`config.mk`:
```
export PLATFORM = sky130hd
export DESIGN_NAME = uart_rx
export DESIGN_NICKNAME = d
export VERILOG_FILES = /design/src/rtl/uart_rx.sv
export SDC_FILE = /design/constraint.sdc
export NUM_CORES = 1
export LEC_CHECK = 0
export ABC_AREA = 1
export BUFFER_PORTS_ARGS = -buffer_cell sky130_fd_sc_hd__buf_2
export CORE_MARGIN = 2
export CORE_UTILIZATION = 57
export CTS_BUF_LIST = sky130_fd_sc_hd__clkbuf_16
export DETAILED_ROUTE_END_ITERATION = 10
export PLACE_DENSITY = 0.8
export RECOVER_POWER = 50
export SYNTH_ARGS = -nofsm -noshare
export SYNTH_HDL_FRONTEND = slang
export SYNTH_SLANG_ARGS = --single-unit
```
`constraint.sdc`:
```
create_clock -name clk -period 1.9 [get_ports clk]
set_input_delay 0 -clock clk [delete_from_list [all_inputs] [get_ports clk]]
set_output_delay 0 -clock clk [all_outputs]
set_load 0.02 [all_outputs]
```
`src/rtl/uart_rx.sv`:
```
// 8N1 UART receiver: 16x oversampling with a 3-sample majority vote per bit.
// Bytes are delivered through a single-entry valid/ready register; framing errors and overruns pulse for one cycle.
module uart_rx #(
   parameter int CLK_HZ     = 25_000_000,
   parameter int BAUD       = 115_200,
   parameter int OVERSAMPLE = 16
) (
   input  logic       clk,
   input  logic       reset,
   input  logic       rx,
   output logic [7:0] rx_data,
   output logic       rx_valid,
   input  logic       rx_ready,
   output logic       frame_err,
   output logic       overrun
);

   localparam int DIV = (CLK_HZ + BAUD * 8) / (BAUD * 16);
   localparam int DW  = (DIV > 1) ? $clog2(DIV) : 1;

   if (OVERSAMPLE != 16) begin : g_bad_oversample
      $error("uart_rx: OVERSAMPLE must be 16");
   end
   if (DIV < 2) begin : g_bad_div
      $error("uart_rx: CLK_HZ/BAUD too small, tick divider below 2");
   end

   typedef enum logic [2:0] {
      S_IDLE,
      S_START,
      S_DATA,
      S_STOP,
      S_BREAK
   } state_t;

   state_t          state, state_nxt;
   logic            sync1, rx_s;
   logic [DW-1:0]   div_cnt;
   logic [3:0]      sc;
   logic [2:0]      bit_idx;
   logic [7:0]      shreg;
   logic            s7, s8;
   logic            stop_ok_q, stop_bad_q;

   logic            tick, tick9, tick15, maj;
   logic            start_det, shift_en, good_stop, bad_stop;

   assign tick   = (div_cnt == DW'(DIV - 1));
   assign tick9  = tick && (sc == 4'd9);
   assign tick15 = tick && (sc == 4'd15);
   assign maj    = (s7 & s8) | (s7 & rx_s) | (s8 & rx_s);

   always_ff @(posedge clk) begin
      if (reset) state <= S_IDLE;
      else       state <= state_nxt;
   end

   // NOTE: every output of this block gets a default first, so no path leaves one unassigned and no latch is inferred.
   always_comb begin
      state_nxt = state;
      start_det = 1'b0;
      shift_en  = 1'b0;
      good_stop = 1'b0;
      bad_stop  = 1'b0;
      case (state)
         S_IDLE: begin
            if (!rx_s) begin
               start_det = 1'b1;
               state_nxt = S_START;
            end
         end
         S_START: begin
            if (tick9 && maj) state_nxt = S_IDLE;
            else if (tick15)  state_nxt = S_DATA;
         end
         S_DATA: begin
            shift_en = tick9;
            if (tick15 && bit_idx == 3'd7) state_nxt = S_STOP;
         end
         S_STOP: begin
            // Leave at mid-stop so a back-to-back start edge is never missed.
            if (tick9) begin
               if (maj) begin
                  good_stop = 1'b1;
                  state_nxt = S_IDLE;
               end else begin
                  bad_stop  = 1'b1;
                  state_nxt = S_BREAK;
               end
            end
         end
         S_BREAK: begin
            if (rx_s) state_nxt = S_IDLE;
         end
         default: state_nxt = S_IDLE;
      endcase
   end

   // NOTE: sequential state is assigned with <= only, so every flop samples the pre-edge values of its neighbours.
   always_ff @(posedge clk) begin
      if (reset) begin
         sync1      <= 1'b1;
         rx_s       <= 1'b1;
         div_cnt    <= '0;
         sc         <= '0;
         bit_idx    <= '0;
         shreg      <= '0;
         s7         <= 1'b1;
         s8         <= 1'b1;
         stop_ok_q  <= 1'b0;
         stop_bad_q <= 1'b0;
      end else begin
         sync1      <= rx;
         rx_s       <= sync1;
         stop_ok_q  <= good_stop;
         stop_bad_q <= bad_stop;

         if (start_det || tick) div_cnt <= '0;
         else                   div_cnt <= div_cnt + 1'b1;

         if (start_det) sc <= '0;
         else if (tick) sc <= sc + 4'd1;

         if (tick && sc == 4'd7) s7 <= rx_s;
         if (tick && sc == 4'd8) s8 <= rx_s;

         if (start_det)                    bit_idx <= '0;
         else if (state == S_DATA && tick15) bit_idx <= bit_idx + 3'd1;

         if (shift_en) shreg <= {maj, shreg[7:1]};
      end
   end

   // Output register: a byte finishing while the previous one is still held is dropped.
   always_ff @(posedge clk) begin
      if (reset) begin
         rx_data   <= 8'h00;
         rx_valid  <= 1'b0;
         frame_err <= 1'b0;
         overrun   <= 1'b0;
      end else begin
         frame_err <= stop_bad_q;
         overrun   <= 1'b0;
         if (stop_ok_q && (!rx_valid || rx_ready)) begin
            rx_data  <= shreg;
            rx_valid <= 1'b1;
         end else begin
            if (stop_ok_q)            overrun  <= 1'b1;
            if (rx_valid && rx_ready) rx_valid <= 1'b0;
         end
      end
   end

endmodule

```
==> flow_results.org <==
** Placed design
- Number of placed instances, taps included :: approximately 250
- Gp weighted congestion :: ~0.86
- At the placement stage, the worst setup path has a slack of around 400 ps.
- PortBufs :: 14
- In this run the cell area measured after placement is between 1500 and 2000 um^2.
- Summed over all nets, the half-perimeter wirelength after detailed placement is ~2.0 mm.

** STA
- Final Setup Violations :: 0
- Setup repair after global routing left no endpoint under its margin.
- The clock arrives with roughly 5.2 ps of skew.
- Total negative slack for setup checks :: 0 ps
- Worst Hold Slack :: roughly 2.6 ps
- Hold Vio Cnt, Final :: 0
- For the pin with the worst max-slew slack, the measured transition is ~550 ps.
- The worst pin sits at a relative slew slack of a little over three fifths.
- Max-slew violation count :: 0
- The clock period could shrink to 1622 ps.
- The worst path uses between 80% and 90% of the clock period.
- Highest clock rate :: slightly above 600 MHz
- Final worst setup slack :: 277.6 ps

** Clocking
- CTS Root Buffer Type :: sky130_fd_sc_hd__clkbuf_16
- Post-CTS sizing :: 0
- No sink is reached through more buffers than the 2 on the longest clock path.
- Number of hold-repair buffers added at the cts stage :: 2
- Sink count of the clock tree :: 39
- Clock network latency to the later pin of the worst-skew pair :: roughly 280 ps
- TritonCTS clock tree :: yes
- Post-CTS timing repair inserted 0 buffers for setup.
- H-tree depth :: 2
- Clock-pin slew was measured on the worst setup and hold paths at about 60 ps.
- Number of buffers created by CTS :: 5

** Floorplan
- Cell Rows :: 19
- Starting density of the core :: between 50% and 60%
- Top-level I/O count :: 15
- The die is roughly 57 um wide.
- Area enclosed by the die boundary :: roughly 3300 um^2
- Height of the chip :: around 57 um
- Core Footprint :: between 2000 and 3000 um^2

** Global routing
- Summed over all layers, the global routing overflow is 0.
- First-pass GRT wire length :: between 4 and 5 mm
- Across every metal layer, demand over resource in global routing totals 19.40%.
- Number of antenna violations at the first check in global routing :: 0
- Entering global routing, the biggest net connects 22 pins.
- Vias in the first global route :: 1,211

** Route
- Routed wire length :: roughly 2.8 mm
- After detailed routing, the average wire length per cell comes to about 11 um.
- In the routed layout, each cell is associated on average with a via count of 5.122.
- Via count :: ~1,300
- After detailed routing, the number of remaining DRC violations is 0.
- In this run the remaining antenna-violating nets after routing total 0.
- The first routing iteration left 37 violations.
- The first detailed-routing pass took 4 iterations.

** Cells and area
- Cell Count, Final, Fillers Out :: about 260
- Relative to the synthesized area, the layout overhead comes to 14.98%.
- The net count of the finished layout is 242.
- The post-route netlist has between 10% and 20% of its cells at a drive strength greater than 1.
- After routing the design area is ~1900 um^2.
- Summing all multi-input logic gate instances after layout gives 735.7 um^2.
- Number of diodes added for antenna fixing :: 0
- Fill cell total of the finished layout :: 215
- Registers take just under 800 um^2.

** Setup path
- Cell Chain, Critical Path :: ha_1 -> inv_1 -> nor2_1 -> nand3_2 -> nor2_2 -> inv_2 -> or2_0 -> a21oi_1
- Slowest stage delay, CP :: 380 ps
- Kind of critical path :: reg -> reg
- Along the worst path, the maximum fanout reaches 4.
- At the worst endpoint, the required time is between 2000 and 2500 ps.
- Arrival time reported for the critical path endpoint :: about 1800 ps
- Worst path slowest cell :: sky130_fd_sc_hd__dfxtp_1
- Buffers and inverters on the worst path :: 2
- Among cell families on the critical path, the largest total delay comes from simple AND/OR/NAND/NOR gates.
- Element type at the critical path start :: register
- The worst setup path is captured at a register.

** Logic synthesis
- After synthesis, the mean cell area works out to ~7.8 um^2.
- Post-Syn Area :: between 1500 and 2000 um^2
- Of the synthesized area, sequential elements account for between 40% and 50%.
- Summed over all instances, the cell type with the most area after synthesis is sky130_fd_sc_hd__dfxtp_1.
- Synth Instances :: about 210
- The Yosys step of the flow raised 0 warnings.
- Commonest cells post-synth :: sky130_fd_sc_hd__nor2_1 (55), sky130_fd_sc_hd__dfxtp_1 (39), sky130_fd_sc_hd__nand2_1 (23)
- In this run, synthesis inferred 0 flip-flops with an integrated enable.
- After synthesis, the share of flip-flops with an asynchronous set or reset is 0%.
- Number of synthesized register bits :: 39
- In the synthesized netlist the dominant register cell turns out to be sky130_fd_sc_hd__dfxtp_1.
- Number of distinct standard cells referenced by the synthesized netlist :: 25
- Ranked by total cell area, the synthesized netlist is headed by sky130_fd_sc_hd__dfxtp_1 (48%), sky130_fd_sc_hd__nor2_1 (13%), sky130_fd_sc_hd__o21ai_0 (6.8%), sky130_fd_sc_hd__ha_1 (5.4%), sky130_fd_sc_hd__nand2_1 (5.3%).
- The most common cell in the synthesized netlist is sky130_fd_sc_hd__nor2_1.
- The share of synthesized area in the top cell type comes to a little under half.
- Net count after synthesis :: 220

** Power and ir drop
- Leak :: slightly above 0.8 nW
- Power spread over the standard cell area amounts to 1056 nW/um^2.
- Across the VDD grid, the largest voltage drop is 1.092 mV.

** Outcome
- Outcome :: complete, no violations

** Min path
- The path class of the tightest hold or removal check is in -> reg.

** Job
- Max-cap violations :: 0
-- power breakdown --
group | internal (W) | total [W] | switching (W)
logic | 0.000112 | 0.000295 | 0.000183
registers | 0.000854 | 0.000890 | 0.0000356
clock network | 0.000482 | 0.000793 | 0.000311
-- path summary, 6_finish.rpt --
kind | start | endpoint | slack [ps] | cells after the start
setup / recovery | div_cnt[0] | bit_idx[0] | 280 | 8
hold / removal | rx_ready | rx_valid | 3 | 4
setup reg to reg | div_cnt[0] | bit_idx[0] | 280 | 8
hold reg to reg | stop_bad_q | frame_err | 420 | 2
-- worst min-delay path, stage by stage --
cell                     delay (ps)
sky130_fd_sc_hd__buf_2           70
sky130_fd_sc_hd__nor2_1          40
sky130_fd_sc_hd__nor2_1          80
sky130_fd_sc_hd__nor2_1          40
-- routing by layer --
| metal | vias to the layer above | share of wire (%) | GRT usage (%) |
|---|---|---|---|
| li1 | 705 | - | - |
| met1 | 611 | 50 | 23.21 |
| met2 | 22 | 44 | 30.68 |
| met3 | 9 | 3.7 | 5.669 |
| met4 | 0 | 2.6 | 11.63 |
| met5 | - | 0 | 0 |
-- cells by family (layout without fill, tap and decap cells) --
family	Yosys count	in the layout	share of synthesized area, %
adders and majority gates	7	7	5.376
DFF	39	39	47.93
xor gates and xnor gates	2	2	1.075
AOI/OAI and AO/OA	32	32	10.29
and+or+nand+nor	103	103	28.88
buffers and inverters	26	49	6.451
-- final cells by class --
type | count | share of cell area, %
Clock buffer | 5 | 6.680
Multi-Input combinational cell | 144 | 39.28
Tap cell | 31 | 2.071
Inverter | 24 | 4.810
Timing Repair Buffer | 17 | 4.409
Sequential cell | 39 | 41.68
Clock inverter | 3 | 1.069
-- cell usage in the layout, fill, tap and decap left out, drive strengths merged --
| cell type | Yosys | routed |
|---|---|---|
| a31oi | 1 | 1 |
| a21oi | 7 | 7 |
| inv | 23 | 23 |
| nor3 | 3 | 3 |
| nor2 | 60 | 60 |
| xnor2 | 1 | 1 |
| o21ai | 22 | 22 |
| ha | 7 | 7 |
| xor2 | 1 | 1 |
| nand3 | 8 | 8 |
| clkinvlp | 0 | 2 |
| nand2 | 24 | 24 |
| buf | 2 | 3 |
| or2 | 4 | 4 |
| clkbuf | 0 | 17 |
| dfxtp | 39 | 39 |
| nand4 | 4 | 4 |
| dlygate4sd3 | 0 | 2 |
| o311ai | 1 | 1 |
| clkinv | 1 | 2 |
| a211oi | 1 | 1 |
-- flip-flops by register name, summed over array words and instances, names as in the netlist, 3 cells and up --
register and flops:
shreg 8, div_cnt 4, sc 4, state 3
rx_data 8, bit_idx 3
-- stage by stage --
stage | utilization [%] | power, W
finish | 68.51 | 0.001978
global route | 68.51 | 0.002076
CTS | 69.34 | 0.001997
detailed placement | 63.30 | 0.001197
global placement | 63.30 | 0.001193
floorplan | - | 0.001146
No activity file was read; power rests on OpenSTA's default activity.
